$ cat config.mk
export PLATFORM = sky130hd
export DESIGN_NAME = arith_issue_sched_flat
export DESIGN_NICKNAME = d
export VERILOG_FILES = /design/src/rtl/arith_pkg.sv /design/src/rtl/arith_issue_sched_if.sv /design/src/rtl/arith_age_matrix.sv /design/src/rtl/arith_issue_sched.sv /design/src/flat_wrapper.sv
export SDC_FILE = /design/constraint.sdc
export NUM_CORES = 1
export LEC_CHECK = 0
export CORE_UTILIZATION = 50
export CTS_CLUSTER_SIZE = 8
export DETAILED_ROUTE_END_ITERATION = 6
export GPL_TIMING_DRIVEN = 0
export PLACE_DENSITY = 0.74
export SETUP_SLACK_MARGIN = 0.15
export SLEW_MARGIN = 20
export SYNTH_ARGS = -nofsm -noshare
export SYNTH_HDL_FRONTEND = slang
export SYNTH_HIERARCHICAL = 1
export SYNTH_SLANG_ARGS = --single-unit
$ cat constraint.sdc
create_clock -name clk_i -period 8.4 [get_ports clk_i]
set_input_delay 0.84 -clock clk_i [delete_from_list [all_inputs] [get_ports clk_i]]
set_output_delay 0.84 -clock clk_i [all_outputs]
set_load 0.005 [all_outputs]
$ cat src/rtl/arith_pkg.sv
// Shared types for the arithmetic issue scheduler: operand and reservation-entry
// records, plus the CDB wakeup helper used at dispatch and in the entries.
package arith_pkg;

    localparam int TAG_W = 4;

    typedef struct packed {
        logic             rdy;
        logic [TAG_W-1:0] tag;
        logic [31:0]      val;
    } operand_t;

    typedef struct packed {
        logic [31:0]      pc;
        logic [31:0]      inst;
        logic [TAG_W-1:0] rd_tag;
        operand_t         rs1;
        operand_t         rs2;
    } rs_entry_t;

    // A waiting operand whose producer tag is on the CDB captures the broadcast value.
    function automatic operand_t wake(operand_t op, logic cdb_valid,
                                      logic [TAG_W-1:0] cdb_tag, logic [31:0] cdb_val);
        wake = op;
        if (!op.rdy && cdb_valid && op.tag == cdb_tag) begin
            wake.rdy = 1'b1;
            wake.val = cdb_val;
        end
    endfunction

endpackage

$ cat src/rtl/arith_issue_sched_if.sv
// Dispatch, CDB, flush and issue signals of the arithmetic issue scheduler.
// master = rename/dispatch + CDB + arith unit side, slave = the scheduler.
interface arith_issue_sched_if #(parameter int DEPTH = 4, parameter int TAG_W = 4);
    localparam int CNT_W = $clog2(DEPTH + 1);

    logic             flush_i;
    logic             disp_valid_i, disp_ready_o;
    logic [31:0]      disp_pc_i, disp_inst_i;
    logic [TAG_W-1:0] disp_rd_tag_i;
    logic             disp_rs1_rdy_i, disp_rs2_rdy_i;
    logic [TAG_W-1:0] disp_rs1_tag_i, disp_rs2_tag_i;
    logic [31:0]      disp_rs1_val_i, disp_rs2_val_i;
    logic             cdb_valid_i;
    logic [TAG_W-1:0] cdb_tag_i;
    logic [31:0]      cdb_value_i;
    logic             issue_valid_o, issue_ready_i;
    logic [31:0]      issue_pc_o, issue_inst_o, issue_rs1_val_o, issue_rs2_val_o;
    logic [TAG_W-1:0] issue_rd_tag_o;
    logic [CNT_W-1:0] count_o;

    modport master (
        output flush_i, disp_valid_i, disp_pc_i, disp_inst_i, disp_rd_tag_i,
               disp_rs1_rdy_i, disp_rs2_rdy_i, disp_rs1_tag_i, disp_rs2_tag_i,
               disp_rs1_val_i, disp_rs2_val_i, cdb_valid_i, cdb_tag_i, cdb_value_i,
               issue_ready_i,
        input  disp_ready_o, issue_valid_o, issue_pc_o, issue_inst_o,
               issue_rs1_val_o, issue_rs2_val_o, issue_rd_tag_o, count_o
    );

    modport slave (
        input  flush_i, disp_valid_i, disp_pc_i, disp_inst_i, disp_rd_tag_i,
               disp_rs1_rdy_i, disp_rs2_rdy_i, disp_rs1_tag_i, disp_rs2_tag_i,
               disp_rs1_val_i, disp_rs2_val_i, cdb_valid_i, cdb_tag_i, cdb_value_i,
               issue_ready_i,
        output disp_ready_o, issue_valid_o, issue_pc_o, issue_inst_o,
               issue_rs1_val_o, issue_rs2_val_o, issue_rd_tag_o, count_o
    );
endinterface

$ cat src/rtl/arith_age_matrix.sv
// Allocation-order tracker: older[i][j] means entry i was allocated before entry j.
// Grants the single oldest requester; index position plays no part in priority.
module arith_age_matrix #(parameter int DEPTH = 4) (
    input  logic             clk_i,
    input  logic             reset_i,
    input  logic             flush_i,
    input  logic [DEPTH-1:0] valid_i,
    input  logic [DEPTH-1:0] alloc_oh_i,
    input  logic [DEPTH-1:0] free_oh_i,
    input  logic [DEPTH-1:0] req_i,
    output logic [DEPTH-1:0] gnt_o
);
    logic [DEPTH-1:0][DEPTH-1:0] older;

    // A new entry is younger than every entry still resident after this edge.
    always_ff @(posedge clk_i or negedge reset_i) begin
        if (!reset_i) begin
            older <= '0;
        end else if (flush_i) begin
            older <= '0;
        end else begin
            for (int i = 0; i < DEPTH; i++) begin
                for (int j = 0; j < DEPTH; j++) begin
                    if (i == j || free_oh_i[i] || free_oh_i[j])
                        older[i][j] <= 1'b0;
                    else if (alloc_oh_i[j])
                        older[i][j] <= valid_i[i];
                    else if (alloc_oh_i[i])
                        older[i][j] <= 1'b0;
                end
            end
        end
    end

    always_comb begin
        gnt_o = '0;
        for (int i = 0; i < DEPTH; i++) begin
            gnt_o[i] = req_i[i];
            for (int j = 0; j < DEPTH; j++)
                if (req_i[j] && older[j][i]) gnt_o[i] = 1'b0;
        end
    end
endmodule

$ cat src/rtl/arith_issue_sched.sv
// Reservation station for the single arithmetic unit: dispatch into free slots,
// CDB wakeup, oldest-ready select into a one-deep registered issue stage.
module arith_issue_sched import arith_pkg::*; #(
    parameter int DEPTH = 4,
    parameter int TAG_W = arith_pkg::TAG_W
) (
    input logic               clk_i,
    input logic               reset_i,
    arith_issue_sched_if.slave bus
);
    localparam int CNT_W = $clog2(DEPTH + 1);

    rs_entry_t        ent [DEPTH];
    rs_entry_t        disp_ent, sel_ent, out_ent;
    logic [DEPTH-1:0] vld, rdy_vec, alloc_oh, free_oh, gnt;
    logic [TAG_W-1:0] cdb_tag;
    logic [CNT_W-1:0] cnt;
    logic             disp_fire, load, out_vld;

    assign cdb_tag   = bus.cdb_tag_i;
    assign disp_fire = bus.disp_valid_i && bus.disp_ready_o && !bus.flush_i;
    // Lowest clear bit of vld picks the lowest-index free slot.
    assign alloc_oh  = disp_fire ? (~vld & (vld + DEPTH'(1))) : '0;
    assign load      = !out_vld || bus.issue_ready_i;
    assign free_oh   = load ? gnt : '0;

    always_comb begin
        disp_ent.pc      = bus.disp_pc_i;
        disp_ent.inst    = bus.disp_inst_i;
        disp_ent.rd_tag  = bus.disp_rd_tag_i;
        disp_ent.rs1     = wake('{rdy: bus.disp_rs1_rdy_i, tag: bus.disp_rs1_tag_i,
                                  val: bus.disp_rs1_val_i}, bus.cdb_valid_i, cdb_tag, bus.cdb_value_i);
        disp_ent.rs2     = wake('{rdy: bus.disp_rs2_rdy_i, tag: bus.disp_rs2_tag_i,
                                  val: bus.disp_rs2_val_i}, bus.cdb_valid_i, cdb_tag, bus.cdb_value_i);
    end

    always_comb begin
        cnt     = '0;
        sel_ent = '0;
        for (int i = 0; i < DEPTH; i++) begin
            rdy_vec[i] = vld[i] && ent[i].rs1.rdy && ent[i].rs2.rdy;
            cnt        = cnt + CNT_W'(vld[i]);
            if (gnt[i]) sel_ent = ent[i];
        end
    end

    arith_age_matrix #(.DEPTH(DEPTH)) u_age (
        .clk_i      (clk_i),
        .reset_i    (reset_i),
        .flush_i    (bus.flush_i),
        .valid_i    (vld),
        .alloc_oh_i (alloc_oh),
        .free_oh_i  (free_oh),
        .req_i      (rdy_vec),
        .gnt_o      (gnt)
    );

    always_ff @(posedge clk_i or negedge reset_i) begin
        if (!reset_i)         vld <= '0;
        else if (bus.flush_i) vld <= '0;
        else                  vld <= (vld & ~free_oh) | alloc_oh;
    end

    // Payload needs no reset: it is only observed through vld.
    always_ff @(posedge clk_i) begin
        for (int i = 0; i < DEPTH; i++) begin
            if (alloc_oh[i]) begin
                ent[i] <= disp_ent;
            end else begin
                ent[i].rs1 <= wake(ent[i].rs1, bus.cdb_valid_i, cdb_tag, bus.cdb_value_i);
                ent[i].rs2 <= wake(ent[i].rs2, bus.cdb_valid_i, cdb_tag, bus.cdb_value_i);
            end
        end
    end

    always_ff @(posedge clk_i or negedge reset_i) begin
        if (!reset_i) begin
            out_vld <= 1'b0;
            out_ent <= '0;
        end else if (bus.flush_i) begin
            out_vld <= 1'b0;
        end else if (load) begin
            out_vld <= |gnt;
            if (|gnt) out_ent <= sel_ent;
        end
    end

    assign bus.disp_ready_o    = (cnt < CNT_W'(DEPTH));
    assign bus.count_o         = cnt;
    assign bus.issue_valid_o   = out_vld;
    assign bus.issue_pc_o      = out_ent.pc;
    assign bus.issue_inst_o    = out_ent.inst;
    assign bus.issue_rd_tag_o  = out_ent.rd_tag;
    assign bus.issue_rs1_val_o = out_ent.rs1.val;
    assign bus.issue_rs2_val_o = out_ent.rs2.val;
endmodule

$ cat src/flat_wrapper.sv
// flat-port wrapper written by rule: the top's interface ports become plain ports
module arith_issue_sched_flat import arith_pkg::*;
#(
    parameter int DEPTH = 4,
    parameter int TAG_W = arith_pkg::TAG_W
)
  (clk_i, reset_i, bus_flush_i, bus_disp_valid_i, bus_disp_pc_i, bus_disp_inst_i, bus_disp_rd_tag_i, bus_disp_rs1_rdy_i, bus_disp_rs2_rdy_i, bus_disp_rs1_tag_i, bus_disp_rs2_tag_i, bus_disp_rs1_val_i, bus_disp_rs2_val_i, bus_cdb_valid_i, bus_cdb_tag_i, bus_cdb_value_i, bus_issue_ready_i, bus_disp_ready_o, bus_issue_valid_o, bus_issue_pc_o, bus_issue_inst_o, bus_issue_rs1_val_o, bus_issue_rs2_val_o, bus_issue_rd_tag_o, bus_count_o);
  arith_issue_sched_if #(.DEPTH(DEPTH), .TAG_W(TAG_W)) bus_i ();
  input logic clk_i;
  input logic reset_i;
  input wire logic [$bits(bus_i.flush_i)-1:0] bus_flush_i;
  input wire logic [$bits(bus_i.disp_valid_i)-1:0] bus_disp_valid_i;
  input wire logic [$bits(bus_i.disp_pc_i)-1:0] bus_disp_pc_i;
  input wire logic [$bits(bus_i.disp_inst_i)-1:0] bus_disp_inst_i;
  input wire logic [$bits(bus_i.disp_rd_tag_i)-1:0] bus_disp_rd_tag_i;
  input wire logic [$bits(bus_i.disp_rs1_rdy_i)-1:0] bus_disp_rs1_rdy_i;
  input wire logic [$bits(bus_i.disp_rs2_rdy_i)-1:0] bus_disp_rs2_rdy_i;
  input wire logic [$bits(bus_i.disp_rs1_tag_i)-1:0] bus_disp_rs1_tag_i;
  input wire logic [$bits(bus_i.disp_rs2_tag_i)-1:0] bus_disp_rs2_tag_i;
  input wire logic [$bits(bus_i.disp_rs1_val_i)-1:0] bus_disp_rs1_val_i;
  input wire logic [$bits(bus_i.disp_rs2_val_i)-1:0] bus_disp_rs2_val_i;
  input wire logic [$bits(bus_i.cdb_valid_i)-1:0] bus_cdb_valid_i;
  input wire logic [$bits(bus_i.cdb_tag_i)-1:0] bus_cdb_tag_i;
  input wire logic [$bits(bus_i.cdb_value_i)-1:0] bus_cdb_value_i;
  input wire logic [$bits(bus_i.issue_ready_i)-1:0] bus_issue_ready_i;
  output wire logic [$bits(bus_i.disp_ready_o)-1:0] bus_disp_ready_o;
  output wire logic [$bits(bus_i.issue_valid_o)-1:0] bus_issue_valid_o;
  output wire logic [$bits(bus_i.issue_pc_o)-1:0] bus_issue_pc_o;
  output wire logic [$bits(bus_i.issue_inst_o)-1:0] bus_issue_inst_o;
  output wire logic [$bits(bus_i.issue_rs1_val_o)-1:0] bus_issue_rs1_val_o;
  output wire logic [$bits(bus_i.issue_rs2_val_o)-1:0] bus_issue_rs2_val_o;
  output wire logic [$bits(bus_i.issue_rd_tag_o)-1:0] bus_issue_rd_tag_o;
  output wire logic [$bits(bus_i.count_o)-1:0] bus_count_o;
  assign bus_i.flush_i = bus_flush_i;
  assign bus_i.disp_valid_i = bus_disp_valid_i;
  assign bus_i.disp_pc_i = bus_disp_pc_i;
  assign bus_i.disp_inst_i = bus_disp_inst_i;
  assign bus_i.disp_rd_tag_i = bus_disp_rd_tag_i;
  assign bus_i.disp_rs1_rdy_i = bus_disp_rs1_rdy_i;
  assign bus_i.disp_rs2_rdy_i = bus_disp_rs2_rdy_i;
  assign bus_i.disp_rs1_tag_i = bus_disp_rs1_tag_i;
  assign bus_i.disp_rs2_tag_i = bus_disp_rs2_tag_i;
  assign bus_i.disp_rs1_val_i = bus_disp_rs1_val_i;
  assign bus_i.disp_rs2_val_i = bus_disp_rs2_val_i;
  assign bus_i.cdb_valid_i = bus_cdb_valid_i;
  assign bus_i.cdb_tag_i = bus_cdb_tag_i;
  assign bus_i.cdb_value_i = bus_cdb_value_i;
  assign bus_i.issue_ready_i = bus_issue_ready_i;
  assign bus_disp_ready_o = bus_i.disp_ready_o;
  assign bus_issue_valid_o = bus_i.issue_valid_o;
  assign bus_issue_pc_o = bus_i.issue_pc_o;
  assign bus_issue_inst_o = bus_i.issue_inst_o;
  assign bus_issue_rs1_val_o = bus_i.issue_rs1_val_o;
  assign bus_issue_rs2_val_o = bus_i.issue_rs2_val_o;
  assign bus_issue_rd_tag_o = bus_i.issue_rd_tag_o;
  assign bus_count_o = bus_i.count_o;
  arith_issue_sched #(.DEPTH(DEPTH), .TAG_W(TAG_W)) u_core (.clk_i(clk_i), .reset_i(reset_i), .bus(bus_i));
endmodule
==> reports/metrics.yaml <==
global_routing:
  grt_usage_pct: 28.44
  grt-ovfl-total: 0
  grt_pass1_wl_um: 124800
  antenna_found_initial: 16
  grt_max_degree: 74
  first_global_vias: 19790
die:
  rows: 87
  pin_count: 321
  start_util_pct: 50.93
  die_area_um2: 58730
  die_y_um: 242.3
  core_um2: 56710
  die_w_um: 242.3
worst_setup_path:
  end_kind: "register"
  critPathMaxFanout: 10
  rr_endpoint: "u_core/ent[3][14]"
  arrival_ps: 5370
  worst-path-buf-inv: 3
  startpoint_type: "register"
  crit_family: "simple AND/OR/NAND/NOR gates"
  r2r-start: "u_core/vld[0]"
  slowest_stage: "a31oi_1"
  r2r_slack_ps: 3410
  max_stage_delay_ps: 860
  cp.required_ps: 8780
  critPathKind: "register to register"
  r2r_cells: 10
  crit_chain: "inv_1 -> fa_1 -> inv_1 -> ha_1 -> ha_1 -> nor3b_1 -> nand4_1 -> a31oi_1 -> buf_2 -> mux2_2"
clocking:
  h-tree-depth: 3
  cts_resized: 0
  cts_tree: "done"
  clockRootBuffer: "clkbuf_16"
  clk_latency_ps: 650
  ctsLongestPathBuffers: 3
  numCtsBuffers: 99
  cts_sinks: 717
  clk_pin_slew_ps: 50
yosys:
  synth_nets: 2024
  synth_top_area_cell: "edfxtp_1"
  synth_ff_type: "edfxtp_1"
  syn_area_per_cell_um2: 15.74
  syn_area_um2: 28880
  ys_async_sr_fraction_pct: 20.78
  synth_top_area_share_pct: 58.22
  synth-seq-cells: 717
  synth_edf_count: 560
  seq_area_frac_synth_pct: 71.69
  synthTopCellsByArea: "edfxtp_1 (58%), dfrtp_1 (13%), mux2_2 (10%)"
  yosys_warnings: 6
  synth.distinct_cells: 44
  syn_inst: 1835
placement:
  dpl-instance-area_um2: 33650
  post-dp-hpwl_um: 53910
  place_ws_ps: 3543
  dp_cells: 2931
  gp_congestion: 0.8258
  portBuffers: 317
final_layout:
  drive_above_1_share_pct: 18.16
  instances_no_fill: 3119
  final_nets: 2466
  area_growth_pct: 26.72
  finish.utilization_pct: 64.53
  fin_area_um2: 36600
sta:
  fin_crit_sh_pct: 59.41
  clock_skew_ps: 24.09
  finalSetupViolCount: 0
  slew_viol_final: 0
  fin_crit_ps: 4991
  maxClockFrequency_ghz: 0.2004
  hold_viol_final: 0
  slew_headroom_pct: 31.39
  finalSetupTns_ps: 0
  setup_ws_ps: 3410
  worstMarginPinSlew_ps: 1029
  hold_ws_ps: 473.8
  grt_setup_unrepaired: "false"
detailed_routing:
  drtIter0Drc: 1875
  dr.pass1.iters: 6
  wl_per_cell_um: 27.00
  drc: 0
  via_per_inst: 6.197
  drtAntennaViolNets: 0
  wirelength_um: 84210
  vias: 19330
job:
  max-cap-violations: 0
pwr:
  max-vdd-ir-drop_mv: 0.1858
  power_mw: 8.505
  p_leak_nw: 12.41
  p_per_area_nw_per_um2: 232.4
min_path:
  whs_endpoint: "u_core/bus.issue_rs1_val_o[29]"
  min-delay-start: "u_core/bus.issue_rs1_val_o[29]"
  min_path_cells: 2
  hold_class: "register to register"
outcome:
  outcome: "finished clean"
## state kept, by name, summed over array words and instances (netlist names)
name	flops
u_core/u_age/older	12
u_core/bus.issue_inst_o	32
u_core/bus.issue_pc_o	32
u_core/vld	4
u_core/bus.issue_rs2_val_o	32
u_core/ent	568
u_core/bus.issue_valid_o	1
u_core/bus.issue_rs1_val_o	32
u_core/bus.issue_rd_tag_o	4
## worst max-delay path by stage
stage                                endpoint        startpoint  cells after the start  slack, ps
2_1_floorplan               u_core/ent[0][37]  bus_cdb_tag_i[2]                      4       4020
3_3_place_gp   u_core/bus.issue_rs2_val_o[13]           reset_i                      1      -1090
3_5_place_dp                u_core/ent[3][13]     u_core/vld[0]                     10       3540
4_1_cts                     u_core/ent[3][13]     u_core/vld[0]                     10       3530
5_1_grt                     u_core/ent[3][19]     u_core/vld[0]                     10       3420
6_report                    u_core/ent[3][14]     u_core/vld[0]                     10       3410
## layout make-up
type	instances	area (µm²)
antenna	6	15.01
buffer	131	530.5
clock buffer	174	2769
clock inverter	7	155.1
fill	4070	20120
inverter	18	87.58
multi-input combinational	969	7674
sequential	717	20700
tap	756	945.9
timing repair buffer	341	3716
## timing repair
| item | in CTS | in global routing |
|---|---|---|
| hold endpoints to repair | 8 | 0 |
| buffers inserted | 0 | 0 |
| hold buffers | 1 | 0 |
## power by group
part           switching (mW)  leakage (nW)  internal, mW
logic                   0.348          3.81         0.353
clock network            1.50          1.38          2.23
registers              0.0863          7.22          3.99
## placed cells by master, fill, tap and decap left out, types with 9 or more instances in the layout
cell             synthesis  layout
o22ai_1                131     131
a221oi_1               130     130
o31ai_1                133     131
or3b_1                  12      12
xnor2_1                 10      10
clkdlybuf4s50_1          0     316
buf_16                   0      15
mux2_2                 256     256
a21oi_1                 19      19
a22oi_1                 10      10
inv_1                   17      13
and3_1                   9       9
edfxtp_1               560     560
clkbuf_1               102     176
xor2_1                  21      21
dfrtp_1                149     149
buf_2                   25      25
nor2_1                  10      10
nand2_1                154     154
clkbuf_16                0      99
## cell families after synthesis
| logic type | share of synthesized area, % |
|---|---|
| DFF | 71.69 |
| AOI/OAI and AO/OA | 11.51 |
| muxes | 9.981 |
| and+or+nand+nor | 3.570 |
| buffers and inverters | 2.071 |
| xor gates and xnor gates | 0.9401 |
| adders and majority gates | 0.2426 |
## worst min-delay path: stages (launching register included)
cell and delay, ps:
dfrtp_1 340, nand2_1 50, o31ai_1 50
## synth_stat cells (2+ instances only)
cell / number
edfxtp_1: 560
mux2_2: 256
nand2_1: 154
dfrtp_1: 149
o31ai_1: 133
o22ai_1: 131
a221oi_1: 130
clkbuf_1: 102
buf_2: 25
xor2_1: 21
a21oi_1: 19
inv_1: 17
or3b_1: 12
a22oi_1: 10
nor2_1: 10
xnor2_1: 10
and3_1: 9
dfxtp_1: 8
nor3_1: 8
o21ai_0: 8
nand2b_1: 7
nand3_1: 6
or3_1: 6
a31oi_1: 5
and2_1: 4
ha_1: 4
nor2b_1: 4
o21a_1: 3
o221ai_1: 3
a22o_1: 2
a2bb2oi_1: 2
buf_1: 2
buf_4: 2
nand3b_1: 2
nand4b_1: 2
## routing by layer
metal	up-vias	part of all wire (%)	track usage, %
met1	9836	38	36.93
met5	-	0.16	0
li1	8288	-	-
met4	24	2.5	8.842
met2	1015	49	46.66
met3	166	9.7	7.577
No activity file was read; power rests on OpenSTA's default activity.
